<file path="config.mk">
export PLATFORM = sky130hd
export DESIGN_NAME = gpio_pinctrl
export DESIGN_NICKNAME = d
export VERILOG_FILES = /design/src/rtl/gpio_pinctrl.sv
export SDC_FILE = /design/constraint.sdc
export NUM_CORES = 1
export LEC_CHECK = 0
export ABC_AREA = 1
export CAP_MARGIN = 25
export CORE_MARGIN = 4
export CORE_UTILIZATION = 60
export CTS_CLUSTER_SIZE = 25
export DETAILED_ROUTE_END_ITERATION = 10
export PLACE_DENSITY = 0.85
export SETUP_SLACK_MARGIN = 0.5
export SLEW_MARGIN = 15
export SYNTH_ARGS = -nofsm -noshare
export SYNTH_HDL_FRONTEND = slang
export SYNTH_SLANG_ARGS = --single-unit
</file>
<file path="constraint.sdc">
create_clock -name clk_i -period 2.3 [get_ports clk_i]
set_clock_uncertainty 0.05 [all_clocks]
set_input_delay 0.46 -clock clk_i [delete_from_list [all_inputs] [get_ports clk_i]]
set_output_delay 0.46 -clock clk_i [all_outputs]
set_load 0.01 [all_outputs]
</file>
<file path="src/rtl/gpio_pinctrl.sv">
// Parametrised GPIO pin controller on the PicoRV32 native bus: pad drive/pull controls,
// synchronised and debounced inputs, set/clear output aliases and a maskable edge/level IRQ.
module gpio_pinctrl #(
  parameter int unsigned GPIO_NUM    = 16,
  parameter int unsigned SYNC_STAGES = 2,
  parameter int unsigned DBNC_WIDTH  = 16
) (
  input  logic                clk_i,
  input  logic                rst_n_i,
  input  logic                mem_valid_i,
  input  logic [7:0]          mem_addr_i,
  input  logic [31:0]         mem_wdata_i,
  input  logic [3:0]          mem_wstrb_i,
  output logic                mem_ready_o,
  output logic [31:0]         mem_rdata_o,
  input  logic [GPIO_NUM-1:0] gpio_in_i,
  output logic [GPIO_NUM-1:0] gpio_out_o,
  output logic [GPIO_NUM-1:0] gpio_oe_o,
  output logic [GPIO_NUM-1:0] gpio_pu_o,
  output logic [GPIO_NUM-1:0] gpio_pd_o,
  output logic                irq_o
);

  typedef logic [GPIO_NUM-1:0]   pins_t;
  typedef logic [DBNC_WIDTH-1:0] cnt_t;

  localparam logic [5:0] AddrOut     = 6'h00;
  localparam logic [5:0] AddrOe      = 6'h01;
  localparam logic [5:0] AddrIn      = 6'h02;
  localparam logic [5:0] AddrPu      = 6'h03;
  localparam logic [5:0] AddrPd      = 6'h04;
  localparam logic [5:0] AddrIrqEn   = 6'h05;
  localparam logic [5:0] AddrIrqType = 6'h06;
  localparam logic [5:0] AddrIrqPol  = 6'h07;
  localparam logic [5:0] AddrIrqStat = 6'h08;
  localparam logic [5:0] AddrDbnc    = 6'h09;
  localparam logic [5:0] AddrOutSet  = 6'h0A;
  localparam logic [5:0] AddrOutClr  = 6'h0B;

  // Zero-extend a pin vector to a bus word.
  function automatic logic [31:0] ext_pins(input pins_t p);
    logic [31:0] w;
    w = '0;
    w[GPIO_NUM-1:0] = p;
    return w;
  endfunction

  // Byte-strobed update of a pin register; bits at or above GPIO_NUM are dropped.
  function automatic pins_t merge_pins(input pins_t cur, input logic [31:0] wd,
                                       input logic [31:0] m);
    logic [31:0] w;
    w = ext_pins(cur);
    w = (w & ~m) | (wd & m);
    return w[GPIO_NUM-1:0];
  endfunction

  // Bus side
  logic        ready_q;
  logic [31:0] rdata_q;
  logic [31:0] rdata_d;
  logic [5:0]  word;
  logic        accept;
  logic        wr;
  logic [31:0] bmask;
  pins_t       wd_pins;

  assign word    = mem_addr_i[7:2];
  // A pending acknowledge blocks re-acceptance so a held request is not completed twice.
  assign accept  = mem_valid_i & ~ready_q;
  assign wr      = accept & (|mem_wstrb_i);
  assign bmask   = {{8{mem_wstrb_i[3]}}, {8{mem_wstrb_i[2]}},
                    {8{mem_wstrb_i[1]}}, {8{mem_wstrb_i[0]}}};
  assign wd_pins = merge_pins('0, mem_wdata_i, bmask);

  // Configuration and status registers
  pins_t out_q,  out_d;
  pins_t oe_q,   oe_d;
  pins_t pu_q,   pu_d;
  pins_t pd_q,   pd_d;
  pins_t en_q,   en_d;
  pins_t type_q, type_d;
  pins_t pol_q,  pol_d;
  pins_t stat_q, stat_d;
  cnt_t  dbnc_q, dbnc_d;
  logic  dbnc_wr;

  // Input path
  pins_t sync_q [SYNC_STAGES];
  pins_t sync;
  pins_t samp_q, samp_d;
  pins_t filt_q, filt_d;
  pins_t filt_dly_q;
  cnt_t  cnt_q,  cnt_d;
  logic  tick;
  logic  bypass;
  pins_t stable;
  pins_t evt;
  logic  irq_q;

  assign sync   = sync_q[SYNC_STAGES-1];
  assign bypass = (dbnc_q == '0);
  assign tick   = !bypass && (cnt_q == dbnc_q);
  assign stable = ~(sync ^ samp_q);

  // Edge events compare filt against its one-cycle delay; level events track filt directly.
  assign evt = (type_q & ((pol_q & filt_q & ~filt_dly_q) | (~pol_q & ~filt_q & filt_dly_q)))
             | (~type_q & ~(filt_q ^ pol_q));

  always_comb begin
    cnt_d = cnt_q + cnt_t'(1);
    if (dbnc_wr || bypass || tick) begin
      cnt_d = '0;
    end
  end

  always_comb begin
    samp_d = samp_q;
    filt_d = filt_q;
    if (bypass) begin
      filt_d = sync;
    end else if (tick) begin
      samp_d = sync;
      filt_d = (filt_q & ~stable) | (sync & stable);
    end
  end

  always_comb begin
    out_d   = out_q;
    oe_d    = oe_q;
    pu_d    = pu_q;
    pd_d    = pd_q;
    en_d    = en_q;
    type_d  = type_q;
    pol_d   = pol_q;
    stat_d  = stat_q | evt;
    dbnc_d  = dbnc_q;
    dbnc_wr = 1'b0;
    if (wr) begin
      case (word)
        AddrOut:     out_d  = merge_pins(out_q, mem_wdata_i, bmask);
        AddrOe:      oe_d   = merge_pins(oe_q, mem_wdata_i, bmask);
        AddrPu:      pu_d   = merge_pins(pu_q, mem_wdata_i, bmask);
        AddrPd:      pd_d   = merge_pins(pd_q, mem_wdata_i, bmask);
        AddrIrqEn:   en_d   = merge_pins(en_q, mem_wdata_i, bmask);
        AddrIrqType: type_d = merge_pins(type_q, mem_wdata_i, bmask);
        AddrIrqPol:  pol_d  = merge_pins(pol_q, mem_wdata_i, bmask);
        // New events are OR-ed after the clear so a colliding set survives.
        AddrIrqStat: stat_d = (stat_q & ~wd_pins) | evt;
        AddrDbnc: begin
          dbnc_d  = cnt_t'(((32'(dbnc_q)) & ~bmask) | (mem_wdata_i & bmask));
          dbnc_wr = 1'b1;
        end
        AddrOutSet:  out_d  = out_q | wd_pins;
        AddrOutClr:  out_d  = out_q & ~wd_pins;
        default:     ;
      endcase
    end
  end

  always_comb begin
    rdata_d = '0;
    case (word)
      AddrOut:     rdata_d = ext_pins(out_q);
      AddrOe:      rdata_d = ext_pins(oe_q);
      AddrIn:      rdata_d = ext_pins(filt_q);
      AddrPu:      rdata_d = ext_pins(pu_q);
      AddrPd:      rdata_d = ext_pins(pd_q);
      AddrIrqEn:   rdata_d = ext_pins(en_q);
      AddrIrqType: rdata_d = ext_pins(type_q);
      AddrIrqPol:  rdata_d = ext_pins(pol_q);
      AddrIrqStat: rdata_d = ext_pins(stat_q);
      AddrDbnc:    rdata_d = 32'(dbnc_q);
      default:     rdata_d = '0;
    endcase
  end

  always_ff @(posedge clk_i or negedge rst_n_i) begin
    if (!rst_n_i) begin
      ready_q <= 1'b0;
      rdata_q <= '0;
    end else begin
      ready_q <= accept;
      if (accept) begin
        rdata_q <= rdata_d;
      end
    end
  end

  always_ff @(posedge clk_i or negedge rst_n_i) begin
    if (!rst_n_i) begin
      out_q  <= '0;
      oe_q   <= '0;
      pu_q   <= '0;
      pd_q   <= '0;
      en_q   <= '0;
      type_q <= '0;
      pol_q  <= '0;
      stat_q <= '0;
      dbnc_q <= '0;
      irq_q  <= 1'b0;
    end else begin
      out_q  <= out_d;
      oe_q   <= oe_d;
      pu_q   <= pu_d;
      pd_q   <= pd_d;
      en_q   <= en_d;
      type_q <= type_d;
      pol_q  <= pol_d;
      stat_q <= stat_d;
      dbnc_q <= dbnc_d;
      irq_q  <= |(stat_q & en_q);
    end
  end

  always_ff @(posedge clk_i or negedge rst_n_i) begin
    if (!rst_n_i) begin
      for (int i = 0; i < SYNC_STAGES; i++) begin
        sync_q[i] <= '0;
      end
      samp_q     <= '0;
      filt_q     <= '0;
      filt_dly_q <= '0;
      cnt_q      <= '0;
    end else begin
      sync_q[0] <= gpio_in_i;
      for (int i = 1; i < SYNC_STAGES; i++) begin
        sync_q[i] <= sync_q[i-1];
      end
      samp_q     <= samp_d;
      filt_q     <= filt_d;
      filt_dly_q <= filt_q;
      cnt_q      <= cnt_d;
    end
  end

  assign mem_ready_o = ready_q;
  assign mem_rdata_o = rdata_q;
  assign gpio_out_o  = out_q;
  assign gpio_oe_o   = oe_q;
  assign gpio_pu_o   = pu_q;
  // Pull-up takes priority when both pulls are requested.
  assign gpio_pd_o   = pd_q & ~pu_q;
  assign irq_o       = irq_q;

endmodule

</file>
==> impl_metrics.tcl <==
set metrics [dict create \
    first_pass_iters 7 \
    drt_iter0_markers 959 \
    gp_congestion 0.951 \
    grt_pass1_vias 11100 \
    critPathTopFamily "flip-flops" \
    rsz0062_at_grt "true" \
    maxCapViolations 0 \
    finalHoldViolations 0 \
    cts_max_path_buffers 3 \
    dieArea_sq_um 23200 \
    crit_top_cell "buf_6" \
    post-place-ws_ns -0.175 \
    slowest_delay_ns 0.39 \
    dp.cells 1976 \
    worst-path-max-fanout 2 \
    insertedDiodeCount 0 \
    ios 161 \
    postLayoutCellArea_sq_um 15900 \
    p_leak_nw 8.13 \
    die-width_um 152 \
    timing.hold.ws_ns 0.294 \
    finalSetupTns_ns 0 \
    yosys.area.top_type "dfrtp_1" \
    synthTopCellsByArea "dfrtp_1 (52%), nand2_1 (15%), o21ai_0 (6.8%), inv_1 (5.9%), nor2_1 (4.2%)" \
    max_freq_mhz 551 \
    hold_class "register to register" \
    port_buffers 126 \
    synth_flop_cell "dfrtp_1" \
    slew_viol_final 0 \
    via_per_inst 5.60 \
    fin_cells 2052 \
    clock_power_share_pct 36.9 \
    wl_mm 36.8 \
    initial_core_util_pct 61.5 \
    cts_tree "built" \
    syn_area_per_cell_sq_um 8.05 \
    synth_edf_count 0 \
    synth_cells 1555 \
    grt_usage_pct 30.3 \
    drtAntennaViolNets 0 \
    die_h_um 152 \
    fin_crit_sh_pct 78.9 \
    setup_violations 0 \
    ys_types 36 \
    placed_area_sq_um 14500 \
    worstSetupPathType "register to output pin" \
    yosys.area.top_type_share_pct 51.6 \
    yosysMostFrequentCell "nand2_1" \
    crit_chain "buf_6, nor2_4, buf_6" \
    grt_overflow 0 \
    dp.final_hpwl_mm 25.8 \
    cp-start-kind "register" \
    htree_levels 1 \
    required_ns 1.79 \
    nNetsFinal 1857 \
    critPathSlowestCell "dfrtp_1" \
    pwr-share-seq_pct 42.4 \
    grt_max_degree 64 \
    power_frac_comb_pct 20.7 \
    drive_above_1_share_pct 12.9 \
    core_sq_um 20400 \
    synth_common_cells "nand2_1 (496), dfrtp_1 (258), inv_1 (198), o21ai_0 (171), nor2_1 (139)" \
    critPathBufInv 2 \
    drc 0 \
    outcome "finished, final reports clean" \
    vias 11500 \
    clk-insertion-delay-late_ns 0.55 \
    cts_root_buffer "clkbuf_16" \
    synth_area_sq_um 12500 \
    ir_drop_uv 943 \
    area_delta_synth_final_pct 26.7 \
    avgRoutedWirePerCell_um 17.9 \
    cts.sink_count 258 \
    min_period_ns 1.82 \
    cp-end-kind "output pin" \
    arrival_ns 1.31 \
    rows 52 \
    p_sw_share_pct 30.6 \
    setup_slack_ns 0.485 \
    antenna_found_initial 0 \
    synth_seq_cells 258 \
    ys_seq_area_share_pct 51.6 \
    synth-async-reset-ratio_pct 100 \
    clk_pin_slew_ns 0.07 \
    grt_pass1_wl_mm 57.7 \
    p_sw_mw 4.14 \
    ys_warn_count 0 \
    powerDensity_nw_per_um2 853 \
    intPower_mw 9.39 \
    cts_buffers 28 \
]
cell usage in the layout, fill, tap and decap left out, types with 4 or more instances in the layout:
master           synthesis  routed
nor2_1                 139     121
o21ai_1                 14      16
o21ai_0                171     169
mux2_2                   6       6
dfrtp_2                  0      15
conb_1                   1      16
clkdlybuf4s15_1          0      10
buf_6                    1      15
a22oi_1                  7       7
buf_4                   22      67
buf_12                   0      11
nand3_1                 38      37
nor3_1                   6       6
nand2_1                496     490
inv_2                    2       4
ha_1                    33      33
nor2_4                   2      12
nand4_1                  7       7
a21oi_1                 28      28
dfrtp_1                258     243
clkbuf_8                 0       5
xor2_1                  11      11
clkdlybuf4s50_1          0      38
inv_1                  198     196
clkbuf_16                0      31
bufinv_16                0       6
nand2_2                  2       6
o211ai_1                18      18
buf_2                   23      11
dlymetal6s2s_1           0       5
dlygate4sd2_1            0      55
o22ai_1                 35      35
nor2_2                   7      15
o221ai_1                 4       4
area by class of cell:
cell class	instances	area [sq um]
sequential	258	6470
fill	1363	4510
timing repair buffer	218	2080
tap	270	338
clock buffer	35	777
clock inverter	16	269
multi-input combinational	1055	5170
inverter	200	751
final timing paths:
| kind | depth (start not counted) | slack [ns] | startpoint | to |
|---|---|---|---|---|
| worst min register to register | 0 | 0.29 | sync_q[23]$_DFF_PN0_ | sync[7]$_DFF_PN0_ |
| worst min-delay path | 0 | 0.29 | sync_q[23]$_DFF_PN0_ | sync[7]$_DFF_PN0_ |
| min in group asynchronous | 2 | 0.32 | rst_n_i | async pin |
| worst max-delay path | 3 | 0.48 | register | gpio_pd_o[1] |
| max in group asynchronous | 3 | 1.16 | rst_n_i | async pin |
| worst max register to register | 9 | 0.55 | register | register |
what timing repair did:
item,CTS,global route
hold buffers,1,0
pin swaps,7,7
buffers inserted,17,4
cloned,0,3
gates resized for setup,155,72
endpoints found under the hold margin,32,0
endpoints found under the setup margin,137,114
through the flow:
step	power, mW	utilization [%]
finish	13.5	77.9
global placement	8.10	71.0
global route	14.2	77.9
floorplan	7.26	-
CTS	13.3	76.4
detailed placement	8.30	71.0
kinds of logic after synthesis:
| group | synth area share [%] |
|---|---|
| other cells | 0.0300 |
| buf+inv | 8.66 |
| flops | 51.6 |
| xor+xnor | 0.840 |
| compound gates | 12.5 |
| mux | 0.540 |
| fa+ha+maj | 3.30 |
| simple gates | 22.6 |
power by group through the flow:
| stage | combinational (mW) | sequential, mW | clock, mW |
|---|---|---|---|
| detailed placement | 2.51 | 5.79 | 0 |
| CTS | 2.52 | 5.71 | 5.06 |
| global route | 3.18 | 5.80 | 5.26 |
| finish | 2.80 | 5.74 | 4.99 |
| floorplan | 1.61 | 5.64 | 0 |
| global placement | 2.36 | 5.74 | 0 |
per-layer routing:
layer / part of all wire [%] / track usage, % / vias up
met3: 9.1 / 5.23 / 84
li1: - / - / 5323
met4: 3.1 / 10.1 / 0
met5: 0 / 0 / -
met1: 42 / 44.5 / 5469
met2: 46 / 46.4 / 611
Note: power is estimated with default switching activity, not from simulation.
